**src/rtl/operand_entry.sv**
```systemverilog
// Assembles two BCD operands and an operator from decoded keypad codes and
// hands the operation to the arithmetic unit with a valid/done handshake.
module operand_entry #(
    parameter int DIGITS = 4
) (
    input  logic                  clock,
    input  logic                  reset,
    input  logic [3:0]            key,
    input  logic                  keytype,
    input  logic                  key_strobe,
    input  logic                  calc_done,
    input  logic [4*DIGITS-1:0]   result_bcd,
    output logic [4*DIGITS-1:0]   operand_a,
    output logic [4*DIGITS-1:0]   operand_b,
    output logic [1:0]            op_code,
    output logic                  calc_valid,
    output logic [4*DIGITS-1:0]   display,
    output logic                  overflow,
    output logic [2:0]            state
);

    localparam int W  = 4 * DIGITS;
    localparam int CW = $clog2(DIGITS + 1);

    typedef enum logic [2:0] {
        S_A    = 3'd0,
        S_OP   = 3'd1,
        S_B    = 3'd2,
        S_CALC = 3'd3,
        S_RES  = 3'd4
    } state_t;

    state_t          state_q, state_d;
    logic [W-1:0]    operand_a_q, operand_a_d;
    logic [W-1:0]    operand_b_q, operand_b_d;
    logic [1:0]      op_code_q, op_code_d;
    logic            calc_valid_q, calc_valid_d;
    logic [W-1:0]    display_q, display_d;
    logic            overflow_q, overflow_d;
    logic [CW-1:0]   cnt_a_q, cnt_a_d;
    logic [CW-1:0]   cnt_b_q, cnt_b_d;

    logic is_digit, is_op, is_eq, is_clr;

    // Returns {overflow, new count, new value}; a full operand rejects the digit.
    function automatic logic [CW+W:0] append_digit(input logic [W-1:0]  val,
                                                   input logic [CW-1:0] cnt,
                                                   input logic [3:0]    digit);
        logic [CW+W:0] r;
        r = {1'b0, cnt, val};
        if (cnt == CW'(DIGITS))
            r = {1'b1, cnt, val};
        else if (cnt != '0 || digit != 4'd0)
            r = {1'b0, cnt + 1'b1, (val << 4) | W'(digit)};
        return r;
    endfunction

    assign is_digit = key_strobe &&  keytype && (key <= 4'd9);
    assign is_op    = key_strobe && !keytype && (key >= 4'hA) && (key <= 4'hD);
    assign is_eq    = key_strobe && !keytype && (key == 4'hE);
    assign is_clr   = key_strobe && !keytype && (key == 4'hF);

    always_comb begin
        state_d      = state_q;
        operand_a_d  = operand_a_q;
        operand_b_d  = operand_b_q;
        op_code_d    = op_code_q;
        calc_valid_d = calc_valid_q;
        overflow_d   = 1'b0;
        cnt_a_d      = cnt_a_q;
        cnt_b_d      = cnt_b_q;

        if (is_clr && state_q != S_CALC) begin
            state_d      = S_A;
            operand_a_d  = '0;
            operand_b_d  = '0;
            op_code_d    = 2'd0;
            calc_valid_d = 1'b0;
            cnt_a_d      = '0;
            cnt_b_d      = '0;
        end else begin
            case (state_q)
                S_A: begin
                    if (is_digit) begin
                        {overflow_d, cnt_a_d, operand_a_d} = append_digit(operand_a_q, cnt_a_q, key);
                    end else if (is_op) begin
                        op_code_d   = key[1:0] - 2'd2;
                        operand_b_d = '0;
                        cnt_b_d     = '0;
                        state_d     = S_OP;
                    end
                end
                S_OP: begin
                    if (is_op) begin
                        op_code_d = key[1:0] - 2'd2;
                    end else if (is_digit) begin
                        {overflow_d, cnt_b_d, operand_b_d} = append_digit('0, '0, key);
                        state_d = S_B;
                    end
                end
                S_B: begin
                    if (is_digit) begin
                        {overflow_d, cnt_b_d, operand_b_d} = append_digit(operand_b_q, cnt_b_q, key);
                    end else if (is_eq) begin
                        calc_valid_d = 1'b1;
                        state_d      = S_CALC;
                    end
                end
                S_CALC: begin
                    // Keys are dropped here so the operands stay frozen for the request.
                    if (calc_done) begin
                        operand_a_d  = result_bcd;
                        cnt_a_d      = CW'(DIGITS);
                        calc_valid_d = 1'b0;
                        state_d      = S_RES;
                    end
                end
                S_RES: begin
                    if (is_digit) begin
                        {overflow_d, cnt_a_d, operand_a_d} = append_digit('0, '0, key);
                        state_d = S_A;
                    end else if (is_op) begin
                        op_code_d   = key[1:0] - 2'd2;
                        operand_b_d = '0;
                        cnt_b_d     = '0;
                        state_d     = S_OP;
                    end
                end
                default: state_d = S_A;
            endcase
        end

        display_d = (state_d == S_B || state_d == S_CALC) ? operand_b_d : operand_a_d;
    end

    always_ff @(posedge clock) begin
        if (reset) begin
            state_q      <= S_A;
            operand_a_q  <= '0;
            operand_b_q  <= '0;
            op_code_q    <= 2'd0;
            calc_valid_q <= 1'b0;
            display_q    <= '0;
            overflow_q   <= 1'b0;
            cnt_a_q      <= '0;
            cnt_b_q      <= '0;
        end else begin
            state_q      <= state_d;
            operand_a_q  <= operand_a_d;
            operand_b_q  <= operand_b_d;
            op_code_q    <= op_code_d;
            calc_valid_q <= calc_valid_d;
            display_q    <= display_d;
            overflow_q   <= overflow_d;
            cnt_a_q      <= cnt_a_d;
            cnt_b_q      <= cnt_b_d;
        end
    end

    assign operand_a  = operand_a_q;
    assign operand_b  = operand_b_q;
    assign op_code    = op_code_q;
    assign calc_valid = calc_valid_q;
    assign display    = display_q;
    assign overflow   = overflow_q;
    assign state      = state_q;

endmodule

```
**config.mk**
```make
export PLATFORM = sky130hd
export DESIGN_NAME = operand_entry
export DESIGN_NICKNAME = d
export VERILOG_FILES = /design/src/rtl/operand_entry.sv
export SDC_FILE = /design/constraint.sdc
export NUM_CORES = 1
export LEC_CHECK = 0
export BUFFER_PORTS_ARGS = -buffer_cell sky130_fd_sc_hd__buf_4
export CORE_MARGIN = 3
export CORE_UTILIZATION = 56
export DETAILED_ROUTE_END_ITERATION = 8
export PLACE_DENSITY = 0.92
export RECOVER_POWER = 25
export REMOVE_ABC_BUFFERS = 1
export SKIP_CTS_REPAIR_TIMING = 1
export SYNTH_ARGS = -nofsm -noshare
export SYNTH_HDL_FRONTEND = slang
export SYNTH_SLANG_ARGS = --single-unit
```
**constraint.sdc**
```tcl
create_clock -name clock -period 4.5 [get_ports clock]
set_clock_uncertainty 0.05 [all_clocks]
set_input_delay 0.45 -clock clock [delete_from_list [all_inputs] [get_ports clock]]
set_output_delay 0.45 -clock clock [all_outputs]
set_load 0.005 [all_outputs]
```
==> impl_metrics.csv <==
group,metric,value,unit
route,drt_iter0_markers,387,
worst_setup_path,crit_family,"simple AND/OR/NAND/NOR gates",
yosys,synthMostInstantiatedCell,"dfxtp_1",
yosys,synth_top_area_share,43.36,%
timing,grt_setup_unrepaired,"false",
min_path,hold_start,"result_bcd[8]",
die,die_w,76.92,µm
cts,cts_tree,"yes",
yosys,syn_area,2816,µm²
min_path,hp-class,"in -> reg",
worst_setup_path,ff2ff_path_depth,5,
timing,drv_slew,0,
cts,insertion_delay,350,ps
timing,min_period,2797,ps
place,port_buffers,79,
yosys,synthFlopType,"dfxtp_1",
timing,tightest_slew,877.2,ps
yosys,synth_compound_area_share,27.77,%
yosys,synth_largest_area_cell,"dfxtp_1",
run,maxCapViolations,0,
route,routed_via_density,6.575,
worst_setup_path,cpPeakStageDelay,700,ps
route,drc,0,
timing,final_min_period_over_clock_period,62.15,%
place,post-place-ws,1780,ps
yosys,synthAdderAreaFrac,1.777,%
timing,final.setup.worst_slack,1703,ps
place,gp_congestion,0.9047,
die,num_io_pins,80,
final_layout,multiInputGateArea,1415,µm²
die,dieArea,5917,µm²
final_layout,antennaDiodeCount,0,
route,ant_nets,0,
worst_setup_path,critPathSlowestCell,"or2_2",
min_path,min_to,"operand_a[8]",
yosys,synth_edf_count,0,
route,firstDrtPassIters,6,
yosys,synthMuxAreaShare,0.7108,%
final_layout,areaGrowthSynthToFinish,26.39,%
yosys,netlist_top_cells_count,"dfxtp_1, nor2_1, a221oi_1",
worst_setup_path,reg2reg_from,"state[2]",
yosys,yosysWarnings,0,
timing,final-hold-violation-count,0,
yosys,synth_area_leaders,"dfxtp_1, a221oi_1, nor2_1",
yosys,synth_xor_area_share,0.3110,%
pwr,leakage,1.398,nW
yosys,syn_inst,300,
cts,cts_buffer_depth,2,
global_route,grt-ovfl-total,0,
yosys,synth_top_family_by_area,"compound AO/OA/AOI/OAI gates",
cts,htreeDepth,3,
route,routed_wl,8239,µm
worst_setup_path,critPathKind,"reg -> reg",
worst_setup_path,required,4650,ps
route,wl_per_cell,18.81,µm
global_route,antenna_found_initial,0,
global_route,grt.total_usage,28.72,%
final_layout,nNetsFinal,395,
worst_setup_path,r2r_slack,1700,ps
pwr,ir_drop,0.0002842,V
cts,clkSinkCount,61,
yosys,netlist-cell-type-count,55,
route,vias,2880,
global_route,grt_pass1_vias,2678,
worst_setup_path,crit_cells,5,
yosys,synth-seq-cells,61,
worst_setup_path,cp.arrival,2950,ps
global_route,grt_pass1_wl,13410,µm
cts,cts_buffers,9,
global_route,grt_max_degree,43,
die,die_h,76.92,µm
final_layout,drive_above_1_share,29.11,%
worst_setup_path,timing.rr.end,"display[14]",
worst_setup_path,crit_buf_inv,1,
die,core,4786,µm²
yosys,synth.avg_cell_area,9.388,µm²
final_layout,regArea,1221,µm²
pwr,powerDensity,338.8,nW/µm²
worst_setup_path,crit_chain,"and3b_1 > nor4b_1 > or2_2 > buf_4 > o32ai_1",
worst_setup_path,critPathLaunchType,"register",
timing,max_freq,357.6,MHz
final_layout,final.fill_count,355,
cts,clk_pin_slew,70,ps
timing,setup_tns,0,ps
min_path,whs_path_depth,3,
yosys,synth_seq_area_share,43.36,%
die,start_util,58.85,%
place,dp_hpwl,5490,µm
worst_setup_path,cp-end-kind,"register",
timing,finalSetupViolCount,0,
yosys,async_flop_share,0,%
timing,max_slew_margin,41.52,%
cts,cts-root-buf,"clkbuf_8",
yosys,synth_simple_gate_area_share,19.68,%
die,num_rows,25,
status,status,"finished clean",
worst_setup_path,crit_fanout,42,
## how the worst max path moves through the flow
stage | slack (ps) | from | to
6_report | 1700 | state[2] | display[14]
5_1_grt | 1470 | state[2] | display[12]
4_1_cts | 1760 | state[2] | display[12]
3_5_place_dp | 1780 | state[2] | display[12]
3_3_place_gp | 1880 | state[2] | display[13]
2_1_floorplan | 2070 | state[2] | display[10]
## kinds of logic (layout without fill, tap and decap cells)
group,Yosys count,in the layout
DFF,61,61
muxes,2,2
and+or+nand+nor,100,100
xor gates and xnor gates,1,1
adders and majority gates,4,4
buffers and inverters,33,104
AOI/OAI and AO/OA,99,99
## flip-flops by register name (all words and copies together), names as in the netlist, 2 cells and up
signal / count
operand_b: 16
display: 16
op_code: 2
cnt_a_q: 3
operand_a: 16
state: 3
cnt_b_q: 3
## metrics by stage
| stage | power, W | hold WS (ps) | area [µm²] | cells | util (%) |
|---|---|---|---|---|---|
| 5_1_grt | 0.001245 | 370.3 | 3560 | 438 | 74.38 |
| 3_3_place_gp | 0.0006576 | 396.4 | 3351 | 422 | 70.01 |
| 3_5_place_dp | 0.0006596 | 409.7 | 3351 | 422 | 70.01 |
| 6_report | 0.001206 | 356.0 | 3560 | 438 | 74.38 |
| 4_1_cts | 0.001206 | 340.6 | 3575 | 438 | 74.69 |
| 2_1_floorplan | 0.0006123 | 398.6 | 2666 | 275 | - |
## power breakdown
| group | internal, W | total (W) | switching [W] |
|---|---|---|---|
| sequential | 0.000547 | 0.000554 | 0.00000711 |
| clock | 0.000329 | 0.000556 | 0.000227 |
| combinational | 0.0000395 | 0.0000957 | 0.0000562 |
| total | 0.000915 | 0.00121 | 0.000291 |
## per-layer routing
| layer | up-vias | share of wire [%] | global-route usage, % |
|---|---|---|---|
| met1 | 1364 | 37 | 33.04 |
| met4 | 0 | 3.7 | 16.67 |
| met5 | - | 0 | 0 |
| met3 | 36 | 9.8 | 6.690 |
| li1 | 1275 | - | - |
| met2 | 205 | 50 | 48.52 |
## tightest hold or removal path, stage by stage
cell and delay, ps:
buf_4 80, a222oi_1 100, nor2_1 90
## cell type report
| cell class | instances | area share (%) |
|---|---|---|
| inverters | 8 | 0.8436 |
| clock inverters | 5 | 2.320 |
| clock buffers | 11 | 3.972 |
| flip-flops and latches | 61 | 34.31 |
| multi-input cells | 206 | 39.75 |
| well taps | 67 | 2.355 |
| repair buffers | 80 | 16.45 |
## cell usage in the layout, fill, tap and decap left out, drive strengths merged, types with 5 or more instances in the layout
master / count
clkbuf: 40
a21oi: 13
a22oi: 14
dfxtp: 61
nand2: 10
inv: 9
or2: 5
nand3: 5
a211oi: 7
nor2: 42
o21ai: 8
and2: 8
o32ai: 7
a221oi: 20
a222oi: 5
buf: 51
nor3: 12
(Power assumes the default switching activity.)
